<file path="config.mk">
export PLATFORM = sky130hd
export DESIGN_NAME = spi_stream_tx_flat
export DESIGN_NICKNAME = d
export VERILOG_FILES = /design/src/rtl/spi_stream_tx_if.sv /design/src/rtl/spi_stream_tx.sv /design/src/flat_wrapper.sv
export SDC_FILE = /design/constraint.sdc
export NUM_CORES = 1
export LEC_CHECK = 0
export CORE_MARGIN = 8
export CORE_UTILIZATION = 50
export DETAILED_ROUTE_END_ITERATION = 8
export PLACE_DENSITY = 0.8
export SLEW_MARGIN = 20
export SYNTH_ARGS = -nofsm -noshare
export SYNTH_HDL_FRONTEND = slang
export SYNTH_SLANG_ARGS = --single-unit
</file>
<file path="constraint.sdc">
create_clock -name CLK_40 -period 3.75 [get_ports CLK_40]
set_input_delay 0.75 -clock CLK_40 [delete_from_list [all_inputs] [get_ports CLK_40]]
set_output_delay 0.75 -clock CLK_40 [all_outputs]
set_load 0.005 [all_outputs]
</file>
<file path="src/rtl/spi_stream_tx_if.sv">
`timescale 1ns/1ps
// Byte-stream valid/ready link feeding the SPI transmitter.
interface spi_stream_tx_if #(
    parameter int unsigned DATA_W = 8
) ();
    logic [DATA_W-1:0] tx_data;
    logic              tx_valid;
    logic              tx_ready;

    // Word source: offers data, sees the accept.
    modport master (
        output tx_data,
        output tx_valid,
        input  tx_ready
    );

    // Transmitter side: consumes words.
    modport slave (
        input  tx_data,
        input  tx_valid,
        output tx_ready
    );
endinterface

</file>
<file path="src/rtl/spi_stream_tx.sv">
`timescale 1ns/1ps
// SPI mode-0 transmitter: shifts stream words out MSB-first on MISO with a generated SPI_clk
// while the receiver holds chip_select high. Back-to-back words run with no clock gap.
module spi_stream_tx #(
    parameter int unsigned SCLK_HALF = 20,
    parameter int unsigned DATA_W    = 8,
    parameter int unsigned CNT_W     = 16
) (
    input  logic             CLK_40,
    input  logic             reset_n,
    input  logic             chip_select,
    spi_stream_tx_if.slave   tx,
    output logic             SPI_clk,
    output logic             MISO,
    output logic             busy,
    output logic             aborted,
    output logic             underrun,
    output logic [CNT_W-1:0] byte_count
);
    localparam int unsigned HalfW = (SCLK_HALF > 1) ? $clog2(SCLK_HALF) : 1;
    localparam int unsigned BitW  = (DATA_W > 1) ? $clog2(DATA_W) : 1;
    localparam logic [HalfW-1:0] HalfLast = HalfW'(SCLK_HALF - 1);
    localparam logic [BitW-1:0]  BitLast  = BitW'(DATA_W - 1);

    typedef enum logic [1:0] {StIdle, StLow, StHigh} state_e;

    state_e              state_q, state_d;
    logic                cs_meta_q, cs_s_q;
    logic [HalfW-1:0]    half_cnt_q, half_cnt_d;
    logic [BitW-1:0]     bit_cnt_q, bit_cnt_d;
    logic [DATA_W-1:0]   shift_q, shift_d;
    logic [CNT_W-1:0]    byte_count_q, byte_count_d;
    logic                aborted_q, aborted_d;
    logic                underrun_q, underrun_d;

    logic cs_rise;
    logic half_term;
    logic last_edge;
    logic accept;
    logic tx_ready;

    // Two-flop synchronizer for the asynchronous chip_select request.
    always_ff @(posedge CLK_40 or negedge reset_n) begin
        if (!reset_n) begin
            cs_meta_q <= 1'b0;
            cs_s_q    <= 1'b0;
        end else begin
            cs_meta_q <= chip_select;
            cs_s_q    <= cs_meta_q;
        end
    end

    // Rising edge flagged on the same clock that cs_s goes high, so the count clears with it.
    assign cs_rise   = cs_meta_q & ~cs_s_q;
    assign half_term = (half_cnt_q == HalfLast);
    assign last_edge = half_term && (bit_cnt_q == '0);
    assign accept    = tx.tx_valid && tx_ready;

    // State register and shift/counter datapath.
    always_ff @(posedge CLK_40 or negedge reset_n) begin
        if (!reset_n) begin
            state_q      <= StIdle;
            half_cnt_q   <= '0;
            bit_cnt_q    <= '0;
            shift_q      <= '0;
            byte_count_q <= '0;
            aborted_q    <= 1'b0;
            underrun_q   <= 1'b0;
        end else begin
            state_q      <= state_d;
            half_cnt_q   <= half_cnt_d;
            bit_cnt_q    <= bit_cnt_d;
            shift_q      <= shift_d;
            byte_count_q <= byte_count_d;
            aborted_q    <= aborted_d;
            underrun_q   <= underrun_d;
        end
    end

    // Next-state: half-period timing, bit sequencing, word completion and abort handling.
    always_comb begin
        state_d      = state_q;
        half_cnt_d   = half_cnt_q;
        bit_cnt_d    = bit_cnt_q;
        shift_d      = shift_q;
        byte_count_d = byte_count_q;
        aborted_d    = 1'b0;
        underrun_d   = 1'b0;

        unique case (state_q)
            StIdle: begin
                if (accept) begin
                    shift_d    = tx.tx_data;
                    bit_cnt_d  = BitLast;
                    half_cnt_d = '0;
                    state_d    = StLow;
                end
            end
            StLow: begin
                if (!cs_s_q) begin
                    state_d    = StIdle;
                    aborted_d  = 1'b1;
                    shift_d    = '0;
                    half_cnt_d = '0;
                    bit_cnt_d  = '0;
                end else if (half_term) begin
                    half_cnt_d = '0;
                    state_d    = StHigh;
                end else begin
                    half_cnt_d = half_cnt_q + HalfW'(1);
                end
            end
            StHigh: begin
                if (last_edge) begin
                    // Word complete even if cs_s fell on this very cycle.
                    byte_count_d = byte_count_q + CNT_W'(1);
                    half_cnt_d   = '0;
                    if (accept) begin
                        shift_d   = tx.tx_data;
                        bit_cnt_d = BitLast;
                        state_d   = StLow;
                    end else begin
                        underrun_d = cs_s_q;
                        shift_d    = '0;
                        bit_cnt_d  = '0;
                        state_d    = StIdle;
                    end
                end else if (!cs_s_q) begin
                    state_d    = StIdle;
                    aborted_d  = 1'b1;
                    shift_d    = '0;
                    half_cnt_d = '0;
                    bit_cnt_d  = '0;
                end else if (half_term) begin
                    shift_d    = {shift_q[DATA_W-2:0], 1'b0};
                    bit_cnt_d  = bit_cnt_q - BitW'(1);
                    half_cnt_d = '0;
                    state_d    = StLow;
                end else begin
                    half_cnt_d = half_cnt_q + HalfW'(1);
                end
            end
            default: begin
                state_d = StIdle;
            end
        endcase

        if (cs_rise) begin
            byte_count_d = '0;
        end
    end

    // Outputs decoded from the registered state; MISO is forced low whenever idle.
    always_comb begin
        SPI_clk  = 1'b0;
        MISO     = 1'b0;
        busy     = 1'b0;
        tx_ready = 1'b0;
        unique case (state_q)
            StIdle: begin
                tx_ready = cs_s_q;
            end
            StLow: begin
                MISO = shift_q[DATA_W-1];
                busy = 1'b1;
            end
            StHigh: begin
                SPI_clk  = 1'b1;
                MISO     = shift_q[DATA_W-1];
                busy     = 1'b1;
                tx_ready = cs_s_q & last_edge;
            end
            default: begin
                tx_ready = 1'b0;
            end
        endcase
    end

    assign tx.tx_ready = tx_ready;
    assign aborted     = aborted_q;
    assign underrun    = underrun_q;
    assign byte_count  = byte_count_q;
endmodule

</file>
<file path="src/flat_wrapper.sv">
// flat-port wrapper written by rule: the top's interface ports become plain ports
module spi_stream_tx_flat 
#(
    parameter int unsigned SCLK_HALF = 20,
    parameter int unsigned DATA_W    = 8,
    parameter int unsigned CNT_W     = 16
)
  (CLK_40, reset_n, chip_select, SPI_clk, MISO, busy, aborted, underrun, byte_count, tx_tx_data, tx_tx_valid, tx_tx_ready);
  spi_stream_tx_if #(.DATA_W(DATA_W)) tx_i ();
  input  logic CLK_40;
  input  logic reset_n;
  input  logic chip_select;
  output logic SPI_clk;
  output logic MISO;
  output logic busy;
  output logic aborted;
  output logic underrun;
  output logic [CNT_W-1:0] byte_count;
  input wire logic [$bits(tx_i.tx_data)-1:0] tx_tx_data;
  input wire logic [$bits(tx_i.tx_valid)-1:0] tx_tx_valid;
  output wire logic [$bits(tx_i.tx_ready)-1:0] tx_tx_ready;
  assign tx_i.tx_data = tx_tx_data;
  assign tx_i.tx_valid = tx_tx_valid;
  assign tx_tx_ready = tx_i.tx_ready;
  spi_stream_tx #(.SCLK_HALF(SCLK_HALF), .DATA_W(DATA_W), .CNT_W(CNT_W)) u_core (.CLK_40(CLK_40), .reset_n(reset_n), .chip_select(chip_select), .tx(tx_i), .SPI_clk(SPI_clk), .MISO(MISO), .busy(busy), .aborted(aborted), .underrun(underrun), .byte_count(byte_count));
endmodule
</file>
Word level (Yosys, flattened, before mapping)
Cells that the tools add are included.
- add/subtract/negate cells: 3
- multiply operators: 0
- div/mod/pow operators: 0
- magnitude comparators: 0
- eq/ne operators: 7
- shift-type cells: 0
- muxes and demuxes: 40
- bitwise operators: 3
- reductions and logical operators: 12
- operators by type and width (cell ; number):
    two-way mux 16 bit ; 3
    two-way mux 8 bit ; 6
    one-hot mux 8 bit (3 select lines) ; 1
    two-way mux 5 bit ; 4
    two-way mux 3 bit ; 6
    adder 16 x 1 -> 16 bit (second input constant) ; 1
    one-hot mux 5 bit (3 select lines) ; 1
    two-way mux 2 bit ; 6
    two-way mux 1 bit ; 9
    one-hot mux 3 bit (3 select lines) ; 1
    one-hot mux 2 bit (3 select lines) ; 1
    adder 5 x 1 -> 5 bit (second input constant) ; 1
    == test 5 bit (second input constant) ; 1
    inequality test 4 bit (second input constant) ; 1
    one-hot mux 1 bit (2 select lines) ; 2
    AND reduction 2 bit ; 2
    AND reduction 4 bit ; 1
    nonzero test 2 bit ; 2
    logical NOT 3 bit ; 1
    inequality test 3 bit (second input constant) ; 1
    AND reduction 3 bit ; 1
    nonzero test 3 bit ; 1
    subtractor 3 x 1 -> 3 bit (second input constant) ; 1
    AND 1 bit ; 2
    8 further kinds ; 9
- flip-flop bits (word level): 38
- bits in latches: 0
- bits in writable memories: 0
- bits in read-only memories: 0
- output and inout bits: 22
- memories: 0

Longest topological paths before layout
- depth in word-level cells: 8
- depth in mapped cells: 9
- mapped depth without buffers: 7

Least setup slack after synthesis
No wires, ideal clock.
- path kind: flip-flop to output port
- from: register u_core.bit_cnt_q[0]
- to: output port tx_tx_ready
- arrival: 1.390 ns
- required time: 3.000 ns
- setup slack: 1.610 ns
- cell stages (with the launch flop): 8
- path buffers: 1
- path through: dfrtp_1 inv_1 ha_1 ha_1 buf_4 inv_2 nor3_2 o21a_1
- longest elaborated chain between the ends: 4
- ends and longest elaborated chain (what ; line ; RTL):
    from (decl) ; spi_stream_tx.sv:30 ; logic [BitW-1:0] bit_cnt_q, bit_cnt_d;
    from (signal assigned) ; spi_stream_tx.sv:72 ; bit_cnt_q <= bit_cnt_d;
    logical NOT 3 bit ; spi_stream_tx.sv:56 ; assign last_edge = half_term && (bit_cnt_q == '0);
    logical AND 1 bit ; spi_stream_tx.sv:56 ;
    AND 1 bit ; spi_stream_tx.sv:171 ; tx_ready = cs_s_q & last_edge;
    one-hot mux 1 bit (2 select lines) ; spi_stream_tx.sv:159 ; unique case (state_q)
    to (decl) ; flat_wrapper.sv:21 ; output wire logic [$bits(tx_i.tx_ready)-1:0] tx_tx_ready;
No other way between the ends.

Worst setup path in the final report
- from: register u_core.half_cnt_q[0]
- to: output port tx_tx_ready
- longest elaborated chain between the ends: 4
- ends and longest elaborated chain (what ; line ; RTL):
    from (decl) ; spi_stream_tx.sv:29 ; logic [HalfW-1:0] half_cnt_q, half_cnt_d;
    from (signal assigned) ; spi_stream_tx.sv:71 ; half_cnt_q <= half_cnt_d;
    == test 5 bit ; spi_stream_tx.sv:55 ; assign half_term = (half_cnt_q == HalfLast);
    logical AND 1 bit ; spi_stream_tx.sv:56 ;
    AND 1 bit ; spi_stream_tx.sv:171 ;
    one-hot mux 1 bit (2 select lines) ; spi_stream_tx.sv:159 ;
No other way between the ends.

==> metrics.cfg <==
[final_layout]
n_fill_cell=335
nets=256
fin_cells=287
syn2layout_area_growth_pct=21.18
antenna_cells=0
layout-drive-gt1-share_pct=9.283

[timing]
tightest_slew_ns=1.018
hold_viol=0
post-route-period-util_pct=87.36
max_slew_margin_pct=32.02
tns_ns=0
finalSetupViolations=0
fmax_ghz=0.3053
rsz0062_at_grt=false
slew_viol_final=0
post-route-min-period_ns=3.276
fin_ws_ns=0.4742
skew_ns=0.003854

[clocking]
cts-htree-levels=2
ctsHoldBuffers=0
clock_sinks=38
root_buffer=clkbuf_8
cts_buffers=5
clk_latency_ns=0.29
cts.clk_slew.worst_paths_ns=0.07
clock_path_buffers=2
cts_resized=0
cts_tree=built
cts_setup_buffers=0

[pwr]
p_per_area_nw_per_um2=563.2
ir_worst_vdd_v=0.0003677
p_leak_nw=1.054

[grt]
grt_pass1_wl_um=7376
grt_antenna_before_repair=0
grt_max_degree=39
grtUsageTotal_pct=14.55
gr-total-overflow=0
first_global_vias=1554

[floorplan]
io_pins=34
start_util_pct=51.76
core_um2=3971
die_x_um=80.12
die_h_um=80.12
rows=23
dieArea_um2=6419

[placement]
place_ws_ns=0.7859
dp_hpwl_um=3284
place_inst=279
gp_congestion=0.8747
io_buffers=33

[synth]
synth_top_area_share_pct=46.26
synth.avg_cell_area_um2=10.03
syn_nets=225
synthArstFlopShare_pct=100.0
netlist_instances=205
synth_area_leaders=dfrtp_1 (46%), ha_1 (4.9%), mux2_2 (3.3%)
synth_cell_type_count=51
yosysWarnings=0
synth_seq_area_share_pct=46.26
synth_edf_count=0
netlist_area_um2=2056
ys_seq_elements=38
synth_top_flop_cell=dfrtp_1
yosysTopAreaCell=dfrtp_1

[detailed_routing]
via_per_inst=5.850
totalWireLength_um=4473
m1WireLength_um=2121
maxUsedRoutingLayer=met4
wl_per_cell_um=15.59
drt_pass1_iterations=4
dr_wl_met3_um=201
route.detailed.drc=0
num_vias=1679
wl_met2_um=2102
ant_nets=0
dr.first_iter.drc_count=95

[worst_hold_path]
hold_path_depth=0
hold_end=u_core.cs_s_q
holdCritPathClass=flop to flop
worstHoldStart=u_core.cs_meta_q

[setup_path]
cp-end-kind=primary output
critPathKind=flop to primary output
cp-start-kind=flop
critPathArrivalTime_ns=2.53
r2r-end=u_core.byte_count[9]
cp_max_fo=11
crit_required_ns=3.00
reg2reg_depth=5
rr_startpoint=u_core.half_cnt_q[0]
reg2reg_setup_slack_ns=1.24

[job]
cap_viol_max_count=0

[outcome]
status=finished, final reports clean

## area by class of cell
class	instances	area, µm²	area share, %
well taps	50	62.56	2.511
clock inverters	1	5.005	0.2009
flip-flops and latches	38	950.9	38.17
inverters	10	37.54	1.507
clock buffers	7	86.33	3.466
repair buffers	34	332.8	13.36
multi-input cells	147	1016	40.78
## state kept, by name, summed over array words and instances, names as in the netlist
| signal | flops |
|---|---|
| u_core.byte_count | 16 |
| u_core.shift_q | 8 |
| u_core.half_cnt_q | 5 |
| u_core.bit_cnt_q | 3 |
| u_core.state_q | 2 |
| u_core.aborted | 1 |
| u_core.cs_meta_q | 1 |
| u_core.cs_s_q | 1 |
| u_core.underrun | 1 |
## worst max-delay path by stage
stage,cells past startpoint,endpoint,start
finish,5,tx_tx_ready,u_core.half_cnt_q[0]
global route,7,tx_tx_ready,u_core.bit_cnt_q[1]
CTS,5,tx_tx_ready,u_core.half_cnt_q[0]
detailed placement,5,tx_tx_ready,u_core.half_cnt_q[0]
global placement,5,tx_tx_ready,u_core.half_cnt_q[0]
floorplan,7,tx_tx_ready,u_core.bit_cnt_q[0]
## logic make-up (layout without fill, tap and decap cells)
kind of cell    count (synthesis)  after routing  synth area share, %
buf+inv                        20             52                4.321
flops                          38             38                46.26
xor+xnor                        8              8                3.409
mux                            11             11                5.843
fa+ha+maj                       8              8                4.869
compound gates                 47             47                15.64
simple gates                   73             73                19.66
## per-layer routing
metal | GRT usage, % | vias up
li1 | - | 813
met2 | 21.34 | 47
met4 | 5.636 | 0
met1 | 19.76 | 811
met3 | 4.018 | 8
met5 | 0 | -
## power breakdown
group	internal [mW]	switching, mW	leakage (nW)	total (mW)
clock network	0.148	0.136	0.0482	0.284
logic	0.284	0.303	0.501	0.587
registers	0.488	0.0435	0.505	0.532
total	0.921	0.482	1.05	1.40
## synth_stat cells (4+ instances only)
cell,instances
nor2_1,14
dfrtp_1,38
ha_1,8
a22o_1,7
a21oi_1,10
mux2_2,6
nand4_1,6
o21ai_0,8
inv_1,9
o31ai_1,6
nand2_1,17
or4_1,5
xnor2_1,6
clkbuf_1,4
nand3_1,7
## placed cells by master (no fill, tap or decap), drive strengths merged, types with 2 or more instances in the layout
cell and count:
a21oi 10, a31o 2, o21ai 9, ha 8
a21o 2, nor3 2, dfrtp 38, o31ai 6
inv 10, nand4 6, clkbuf 7, nand2b 2
or3 3, a21boi 2, nor4b 2, nor4 2
or2 2, a22o 7, nand2 17, buf 2
mux2 8, xnor2 6, nand3 7, a211oi 2
clkdlybuf4s50 32, nor2b 3, nor2 14, or4 6
and3 2, mux2i 3, xor2 2
## worst max-delay path, stage by stage (launching register included)
cell	delay (ns)
dfrtp_1	0.39
ha_1	0.22
nand4bb_1	0.40
nor3_2	0.56
o21a_1	0.17
clkdlybuf4s50_1	0.50
## metrics by stage
step	utilization [%]	instance area (µm²)	power, mW	hold WS (ns)
final	62.73	2491	1.403	0.4041
after global routing	62.73	2491	1.511	0.4345
after global placement	60.43	2400	1.105	0.3796
after CTS	62.73	2491	1.417	0.4106
after detailed placement	60.43	2400	1.127	0.3948
after floorplan	-	2056	0.9500	0.3677
(Power assumes the default switching activity.)
==> RTL edit: new RTL, config.mk and constraints unchanged <==
`DATA_W` is set to 8 in 3 places; all go to 4.
--- a/src/rtl/spi_stream_tx_if.sv
+++ b/src/rtl/spi_stream_tx_if.sv
@@ -3,3 +3,3 @@
 interface spi_stream_tx_if #(
-    parameter int unsigned DATA_W = 8
+    parameter int unsigned DATA_W = 4
 ) ();
--- a/src/rtl/spi_stream_tx.sv
+++ b/src/rtl/spi_stream_tx.sv
@@ -5,3 +5,3 @@
     parameter int unsigned SCLK_HALF = 20,
-    parameter int unsigned DATA_W    = 8,
+    parameter int unsigned DATA_W    = 4,
     parameter int unsigned CNT_W     = 16
--- a/src/flat_wrapper.sv
+++ b/src/flat_wrapper.sv
@@ -4,3 +4,3 @@
     parameter int unsigned SCLK_HALF = 20,
-    parameter int unsigned DATA_W    = 8,
+    parameter int unsigned DATA_W    = 4,
     parameter int unsigned CNT_W     = 16
Interface: changed (resized tx_tx_data); port bits go from 34 to 30. No check against the original RTL was run, so the function may have changed too.
==> RTL edit against the original RTL <==
Power down 17%. Synthesized area down 15%. Sequential cell count down 5. Non-clock buffer count down 4. Wire length down 19%. Worst setup slack worse by 0.12 ns. Synthesized cell count down 13%. Combinational power down 25%. Fmax down 3.5%. Final area down 13%. Sequential power down 17%. Sequential share of layout area up 0.11 points. Via count down 15%.
==> RTL edit: results (changes against the original RTL) <==
metric,value,unit,change
DP Area,0.00207,mm2,-14%
GR met1 Demand/Resource,0.145,,-0.0522
global-route wire length before repair,6070,um,-18%
largest net degree at the start of global routing,34,,-13%
CP peak stage delay,0.63,ns,+0.07 ns
leakage,0.887,nW,-16%
final hold slack,0.380,ns,-0.0237 ns
RR Endpoint,u_core.byte_count[15],,
GP Congestion,0.762,,-13%
met3 routed WL,242,um,+20%
Post-Route WL,3630,um,-19%
1st-iter DRT viols,49,,-48%
top post-synthesis cells by count,"dfrtp_1 (33), nand2_1 (12), nor2_1 (12), o21ai_0 (12)",,
clock root buffer,clkbuf_4,,
M1 wire length,1540,um,-27%
dpl cells,246,,-12%
pre-CTS setup slack,0.804,ns,+0.0183 ns
post-synthesis sequential area ratio,0.471,,+0.00886
Global Route met3 Usage,0.0613,,+0.0211
Critical Path Slowest Stage Cell,nor4bb_1,,
vias in the first global route,1390,,-11%
outcome,"finished, final reports clean",,
reg2reg setup slack,1.38,ns,+0.14 ns
dpl hpwl,2720,um,-17%
WP data arrival,2.64,ns,+0.11 ns
met2 wire length,1800,um,-14%
Total Routing Usage GR,0.142,,-0.00352
Clock transition at path regs,0.10,ns,+0.03 ns
maximum vdd drop,0.000443,V,+20%
DR vias/cell,5.61,,-4.2%
Final Net Count,222,,-13%
"Max FO, Critical Path",4,,-7
fill cell count,292,,-13%
skew final,0.00339,ns,-0.000460 ns
Reg2Reg Depth,6,,+1
layout cells sized above 1,0.0817,,-0.0111
GR Layer Usage met2,0.248,,+0.0342
area of the multi-input gates,853,um2,-16%
final non-filler cell total,254,,-11%
Synth cell types,36,,-29%
Peak Freq,295,MHz,-3.5%
start of the worst register-to-register path,u_core.state_q[0],,
syn nets,194,,-14%
## RTL edit: cell type report
| type | count | area share |
|---|---|---|
| multi-input cells | 127 | 0.396 |
| flip-flops and latches | 33 | 0.383 |
| repair buffers | 30 | 0.138 |
| well taps | 46 | 0.0267 |
| clock buffers | 7 | 0.0255 |
| inverters | 10 | 0.0174 |
| clock inverters | 1 | 0.0139 |
## RTL edit: report_power, final
part           internal [mW]  leakage (nW)  total, mW  switching, mW
clock                  0.159        0.0455      0.276          0.117
sequential             0.408         0.443      0.444         0.0355
combinational          0.212         0.398      0.438          0.227
total                  0.779         0.887       1.16          0.380
## RTL edit: cells by family (layout without fill, tap and decap cells)
family,Yosys count,after routing,share of synthesized area
xor gates and xnor gates,9,9,0.0450
DFF,33,33,0.471
muxes,6,6,0.0371
adders and majority gates,7,7,0.0500
AOI/OAI and AO/OA,41,41,0.149
buffers and inverters,19,48,0.0414
and+or+nand+nor,64,64,0.206
